**config.mk**
```make
export PLATFORM = sky130hd
export DESIGN_NAME = color_sample_scheduler_flat
export DESIGN_NICKNAME = d
export VERILOG_FILES = /design/src/rtl/color_sample_scheduler_if.sv /design/src/rtl/color_sample_scheduler.sv /design/src/flat_wrapper.sv
export SDC_FILE = /design/constraint.sdc
export NUM_CORES = 1
export LEC_CHECK = 0
export BUFFER_PORTS_ARGS = -buffer_cell sky130_fd_sc_hd__buf_2
export CAP_MARGIN = 25
export CORE_UTILIZATION = 47
export CTS_CLUSTER_DIAMETER = 120
export DETAILED_ROUTE_END_ITERATION = 10
export GPL_TIMING_DRIVEN = 0
export PLACE_DENSITY = 0.68
export SLEW_MARGIN = 20
export SYNTH_ARGS = -nofsm -noshare
export SYNTH_HDL_FRONTEND = slang
export SYNTH_SLANG_ARGS = --single-unit
```
**constraint.sdc**
```tcl
create_clock -name clk -period 3.2 [get_ports clk]
set_clock_uncertainty 0.2 [all_clocks]
set_input_delay 0.32 -clock clk [delete_from_list [all_inputs] [get_ports clk]]
set_output_delay 0.32 -clock clk [all_outputs]
set_load 0.005 [all_outputs]
```
**src/rtl/color_sample_scheduler_if.sv**
```systemverilog
// Byte-level command/response path between the sample scheduler (master) and the I2C transaction engine (slave).
interface color_sample_scheduler_if;
  logic       cmd_valid;
  logic       cmd_ready;
  logic       cmd_rw;
  logic [6:0] cmd_dev_addr;
  logic [7:0] cmd_reg;
  logic [7:0] cmd_wdata;
  logic       rsp_valid;
  logic [7:0] rsp_data;
  logic       rsp_nack;

  modport master (
    output cmd_valid, cmd_rw, cmd_dev_addr, cmd_reg, cmd_wdata,
    input  cmd_ready, rsp_valid, rsp_data, rsp_nack
  );

  modport slave (
    input  cmd_valid, cmd_rw, cmd_dev_addr, cmd_reg, cmd_wdata,
    output cmd_ready, rsp_valid, rsp_data, rsp_nack
  );
endinterface

```
**src/rtl/color_sample_scheduler.sv**
```systemverilog
// Enables the colour sensor once, then every sample period reads its 8 channel bytes and publishes C/R/G/B.
// Publish lands one cycle after the 8th ack; command fields hold while cmd_ready is low, one command outstanding.
module color_sample_scheduler #(
  parameter logic [6:0] I2C_ADDR   = 7'h29,
  parameter logic [7:0] REG_ENABLE = 8'h80,
  parameter logic [7:0] ENABLE_VAL = 8'h03,
  parameter logic [7:0] REG_CDATA  = 8'h94,
  parameter int         PERIOD_W   = 24,
  parameter int         MAX_RETRY  = 3
) (
  input  logic                  clk,
  input  logic                  rst_n,
  input  logic                  senzor_on,
  input  logic [PERIOD_W-1:0]   sample_period,
  color_sample_scheduler_if.master bus,
  output logic [15:0]           clear,
  output logic [15:0]           red,
  output logic [15:0]           green,
  output logic [15:0]           blue,
  output logic                  data_valid,
  output logic                  busy,
  output logic                  err
);

  typedef enum logic [2:0] {
    IDLE, CFG_CMD, CFG_RSP, WAIT, RD_CMD, RD_RSP, PUBLISH, ERROR
  } state_t;

  localparam int RW = (MAX_RETRY < 1) ? 1 : $clog2(MAX_RETRY + 1);
  localparam logic [RW-1:0] RETRY_MAX = RW'(MAX_RETRY);

  state_t              state_q, state_d;
  logic [RW-1:0]       retry_q;
  logic [PERIOD_W-1:0] cnt_q;
  logic [PERIOD_W-1:0] cnt_last;
  logic [2:0]          byte_idx_q;
  logic [63:0]         shadow_q;
  logic [63:0]         pub_q;
  logic                err_q;
  logic                retry_last;
  logic                rsp_ack;
  logic                rsp_nack;

  // A zero period would never match the counter, so it collapses to one WAIT cycle.
  assign cnt_last   = (sample_period == '0) ? '0 : sample_period - 1'b1;
  assign retry_last = (retry_q == RETRY_MAX);
  assign rsp_ack    = bus.rsp_valid & ~bus.rsp_nack;
  assign rsp_nack   = bus.rsp_valid &  bus.rsp_nack;

  assign bus.cmd_dev_addr = I2C_ADDR;
  assign busy       = (state_q != IDLE) && (state_q != ERROR);
  assign err        = err_q;
  assign data_valid = (state_q == PUBLISH);
  // During PUBLISH the freshly completed shadow is shown directly so values and strobe coincide.
  assign {blue, green, red, clear} = (state_q == PUBLISH) ? shadow_q : pub_q;

  always_ff @(posedge clk or negedge rst_n) begin
    if (!rst_n) begin
      state_q <= IDLE;
    end else begin
      state_q <= state_d;
    end
  end

  always_comb begin
    state_d       = state_q;
    bus.cmd_valid = 1'b0;
    bus.cmd_rw    = 1'b0;
    bus.cmd_reg   = 8'h00;
    bus.cmd_wdata = 8'h00;
    case (state_q)
      IDLE: begin
        if (senzor_on) state_d = CFG_CMD;
      end
      CFG_CMD: begin
        bus.cmd_valid = 1'b1;
        bus.cmd_reg   = REG_ENABLE;
        bus.cmd_wdata = ENABLE_VAL;
        if (bus.cmd_ready)   state_d = CFG_RSP;
        else if (!senzor_on) state_d = IDLE;
      end
      CFG_RSP: begin
        if (bus.rsp_valid) begin
          if (!senzor_on)        state_d = IDLE;
          else if (bus.rsp_nack) state_d = retry_last ? ERROR : CFG_CMD;
          else                   state_d = WAIT;
        end
      end
      WAIT: begin
        if (!senzor_on)             state_d = IDLE;
        else if (cnt_q == cnt_last) state_d = RD_CMD;
      end
      RD_CMD: begin
        bus.cmd_valid = 1'b1;
        bus.cmd_rw    = 1'b1;
        bus.cmd_reg   = REG_CDATA + {5'd0, byte_idx_q};
        if (bus.cmd_ready)   state_d = RD_RSP;
        else if (!senzor_on) state_d = IDLE;
      end
      RD_RSP: begin
        if (bus.rsp_valid) begin
          if (!senzor_on)              state_d = IDLE;
          else if (bus.rsp_nack)       state_d = retry_last ? ERROR : RD_CMD;
          else if (byte_idx_q == 3'd7) state_d = PUBLISH;
          else                         state_d = RD_CMD;
        end
      end
      PUBLISH: begin
        state_d = senzor_on ? WAIT : IDLE;
      end
      ERROR: begin
        if (!senzor_on) state_d = IDLE;
      end
      default: state_d = IDLE;
    endcase
  end

  always_ff @(posedge clk or negedge rst_n) begin
    if (!rst_n) begin
      retry_q    <= '0;
      cnt_q      <= '0;
      byte_idx_q <= '0;
      shadow_q   <= '0;
      pub_q      <= '0;
      err_q      <= 1'b0;
    end else begin
      case (state_q)
        IDLE: begin
          retry_q <= '0;
          if (senzor_on) err_q <= 1'b0;
        end
        CFG_RSP, RD_RSP: begin
          if (rsp_nack && !retry_last) retry_q <= retry_q + 1'b1;
          if (rsp_ack) begin
            retry_q <= '0;
            cnt_q   <= '0;
            if (state_q == RD_RSP) begin
              shadow_q[{byte_idx_q, 3'b000} +: 8] <= bus.rsp_data;
              byte_idx_q <= byte_idx_q + 1'b1;
            end
          end
        end
        WAIT: begin
          cnt_q <= cnt_q + 1'b1;
          if (cnt_q == cnt_last) byte_idx_q <= '0;
        end
        PUBLISH: begin
          pub_q <= shadow_q;
          cnt_q <= '0;
        end
        default: ;
      endcase
      if (state_d == ERROR) err_q <= 1'b1;
    end
  end

endmodule

```
**src/flat_wrapper.sv**
```systemverilog
// flat-port wrapper written by rule: the top's interface ports become plain ports
module color_sample_scheduler_flat 
#(
  parameter logic [6:0] I2C_ADDR   = 7'h29,
  parameter logic [7:0] REG_ENABLE = 8'h80,
  parameter logic [7:0] ENABLE_VAL = 8'h03,
  parameter logic [7:0] REG_CDATA  = 8'h94,
  parameter int         PERIOD_W   = 24,
  parameter int         MAX_RETRY  = 3
)
  (clk, rst_n, senzor_on, sample_period, clear, red, green, blue, data_valid, busy, err, bus_cmd_valid, bus_cmd_rw, bus_cmd_dev_addr, bus_cmd_reg, bus_cmd_wdata, bus_cmd_ready, bus_rsp_valid, bus_rsp_data, bus_rsp_nack);
  color_sample_scheduler_if bus_i ();
  input  logic clk;
  input  logic rst_n;
  input  logic senzor_on;
  input  logic [PERIOD_W-1:0] sample_period;
  output logic [15:0] clear;
  output logic [15:0] red;
  output logic [15:0] green;
  output logic [15:0] blue;
  output logic data_valid;
  output logic busy;
  output logic err;
  output wire logic [$bits(bus_i.cmd_valid)-1:0] bus_cmd_valid;
  output wire logic [$bits(bus_i.cmd_rw)-1:0] bus_cmd_rw;
  output wire logic [$bits(bus_i.cmd_dev_addr)-1:0] bus_cmd_dev_addr;
  output wire logic [$bits(bus_i.cmd_reg)-1:0] bus_cmd_reg;
  output wire logic [$bits(bus_i.cmd_wdata)-1:0] bus_cmd_wdata;
  input wire logic [$bits(bus_i.cmd_ready)-1:0] bus_cmd_ready;
  input wire logic [$bits(bus_i.rsp_valid)-1:0] bus_rsp_valid;
  input wire logic [$bits(bus_i.rsp_data)-1:0] bus_rsp_data;
  input wire logic [$bits(bus_i.rsp_nack)-1:0] bus_rsp_nack;
  assign bus_cmd_valid = bus_i.cmd_valid;
  assign bus_cmd_rw = bus_i.cmd_rw;
  assign bus_cmd_dev_addr = bus_i.cmd_dev_addr;
  assign bus_cmd_reg = bus_i.cmd_reg;
  assign bus_cmd_wdata = bus_i.cmd_wdata;
  assign bus_i.cmd_ready = bus_cmd_ready;
  assign bus_i.rsp_valid = bus_rsp_valid;
  assign bus_i.rsp_data = bus_rsp_data;
  assign bus_i.rsp_nack = bus_rsp_nack;
  color_sample_scheduler #(.I2C_ADDR(I2C_ADDR), .REG_ENABLE(REG_ENABLE), .ENABLE_VAL(ENABLE_VAL), .REG_CDATA(REG_CDATA), .PERIOD_W(PERIOD_W), .MAX_RETRY(MAX_RETRY)) u_core (.clk(clk), .rst_n(rst_n), .senzor_on(senzor_on), .sample_period(sample_period), .bus(bus_i), .clear(clear), .red(red), .green(green), .blue(blue), .data_valid(data_valid), .busy(busy), .err(err));
endmodule
```
==> results.cfg <==
[logic_synthesis]
ys_seq_elements = 161
synth_top_flop_cell = dfrtp_1
yosysTopAreaCell = dfrtp_1
synth_edf_count = 0
ys_types = 70
synth_top_area_share = 0.498
yosysWarningCount = 0
yosys-top-cells-area = dfrtp_1, mux2_2, xnor2_1, nor2_1, nand2_1
ys_seq_area_frac = 0.498
syn_area_um2 = 8090
syn_inst = 712
avgSynthCellArea_um2 = 11.4
asyncSetResetFlopFracSynth = 1.00

[detailed_routing]
postRouteAntennaNets = 0
drtIter0Drc = 386
routed-via-count = 5977
viasPerCell = 5.46
drt_first_pass_iters = 5
drc = 0
post_drt_wl_per_cell_um = 17.1
routed_wl_um = 18700

[clock_network]
cts_tree = yes
cts_buffers = 17
clk_path_buf_depth = 2
root_buffer = clkbuf_16
clk_pin_slew_ps = 60
clkLatencyLatePin_ps = 420
clkSinkCount = 161
htree_levels = 4

[critical_path]
cp_slowest_stage_delay_ps = 540
path_max_fanout = 7
slowest_stage = or4_4
endpoint_kind = flip-flop
crit_required_ps = 3280
critical_path_class = in2reg
worst_setup_path_start_kind = input pin
worstPathArrival_ps = 3230
crit_chain = buf_2, or4_4, buf_6, nor4_4, xnor2_2, a22o_1, or4_4, nor4_4, o2111ai_4, o211ai_2, o211ai_1

[die]
row_count = 47
design.die.area_um2 = 17800
die_h_um = 133
pin_count = 130
core-area_um2 = 16700
die_w_um = 133
initial_core_util = 0.485

[grt]
grt.busiest_layer = met2
grt_use_met1 = 0.287
grt-ovfl-total = 0
grt_max_degree = 86
grt_pass1_wl_um = 30300
antenna_found_initial = 0
met2_usage = 0.357
use_met3 = 0.0567
first_global_vias = 5882
grt_usage = 0.220

[timing]
worstMarginPinSlew_ps = 694
timing.final.crit_share = 0.983
hold_violations = 0
maxSlewViolCount = 0
setup-violations-final = 0
relSlewSlack = 0.535
period_minus_slack_ps = 3140
max_freq_mhz = 318

[power]
pwr-share-seq = 0.440
vdd_ir_drop_max_mv = 0.410
p_per_area_nw_per_um2 = 490
netSwitchingPower_uw = 1260
p_leak_uw = 0.00497
clkPwrFrac = 0.428
combinationalPowerShare = 0.132
p_int_uw = 3560
swShare = 0.262

[placed_design]
place_hpwl_um = 13000
placed_area_um2 = 9020
io_buffers = 112
globalplace.congestion = 0.918

[finish]
antennaDiodeCount = 0
layout_commonest_cell = dfrtp_1
nets = 907
drive_above_1_share = 0.393
fin_util = 0.589
register_area_um2 = 4030
fin_area_um2 = 9840
multi_input_area_um2 = 3930
area_growth_syn_to_layout_pct = 21.5
final_cell_mix = dfrtp_1, mux2_2, buf_2, nor2_1, nand2_1
fillers = 1390

[run_status]
status = finished, final reports clean

[hold_path]
hold_path_class = in2reg

[flow_run]
max-cap-violations = 0
final cells by class:
cell class,instances,share of cell area
well taps,220,0.0280
clock buffers,20,0.0454
repair buffers,119,0.0669
multi-input cells,501,0.400
flip-flops and latches,161,0.410
inverters,19,0.00725
plain buffers,43,0.0270
clock inverters,12,0.0159
flip-flops by register name, summed over array words and instances, names as in the netlist:
register / count
u_core.pub_q: 64
u_core.shadow_q: 64
u_core.cnt_q: 24
u_core.byte_idx_q: 3
u_core.state_q: 3
u_core.retry_q: 2
u_core.err: 1
routing by layer:
layer	routed length, um	vias to the layer above	part of all wire
met1	8200	2967	0.44
met5	0	-	0
met2	9100	162	0.49
li1	-	2821	-
met3	1080	27	0.058
met4	333	0	0.018
worst max-delay path, delay by kind of cell:
family	cells	cell delay [ps]
xor+xnor	1	130
compound gates	4	860
buf+inv	2	320
simple gates	4	1590
final timing paths:
path | from | to | slack, ps | depth (start not counted)
worst max-delay path | sample_period[4] | u_core.state_q[1] | 60 | 11
worst min-delay path | senzor_on | u_core.err | 70 | 3
worst max register to register | u_core.state_q[1] | u_core.shadow_q[42] | 250 | 7
worst min register to register | u_core.pub_q[10] | u_core.pub_q[10] | 290 | 1
max in group asynchronous | rst_n | u_core.retry_q[0] | 1750 | 3
min in group asynchronous | rst_n | u_core.shadow_q[61] | 270 | 2
Yosys cell counts (all sizes together), types with 3 or more instances:
library cell and count:
a211oi 5, a21oi 15, a22oi 4, a31oi 3, and2 8, and3 10, buf 24, clkbuf 20
dfrtp 161, ha 7, inv 19, mux2 128, mux2i 5, nand2 47, nand3 21, nand3b 3
nand4 13, nor2 55, nor2b 7, nor3 15, nor4 16, o211ai 5, o21ai 22, o22ai 4
or3 6, or4 6, xnor2 25, xor2 17
logic make-up (layout without fill, tap and decap cells):
| logic type | count (synthesis) | after routing | share of synthesized area |
|---|---|---|---|
| and+or+nand+nor | 219 | 219 | 0.145 |
| other | 2 | 15 | 0.000928 |
| AOI/OAI and AO/OA | 85 | 85 | 0.0759 |
| buffers and inverters | 63 | 213 | 0.0402 |
| muxes | 133 | 133 | 0.184 |
| DFF | 161 | 161 | 0.498 |
| xor gates and xnor gates | 42 | 42 | 0.0454 |
| adders and majority gates | 7 | 7 | 0.0108 |
through the flow:
step	total power [uW]	worst slack, ps	setup TNS (ps)	hold WS, ps	std cells
finish	4820	55.0	0	65.9	1095
global route	5020	-37.0	-40.9	67.1	1095
CTS	4840	8.91	0	42.4	1091
detailed placement	2760	-763	-5420	134	1058
global placement	2760	-827	-136290	273	1057
floorplan	2530	46.1	0	-176	725
power groups by stage:
stage	combinational, uW	sequential [uW]	clock [uW]
detailed placement	607	2160	0
finish	638	2120	2070
CTS	614	2120	2110
global route	712	2130	2180
global placement	603	2160	0
floorplan	384	2140	0
what timing repair did:
action / CTS / global route
pin swaps: 0 / 8
gates resized for setup: 11 / 22
endpoints found under the hold margin: 76 / 0
buffers inserted: 0 / 5
setup endpoints to repair: 64 / 43
hold buffers: 1 / 0
(Power assumes the default switching activity.)
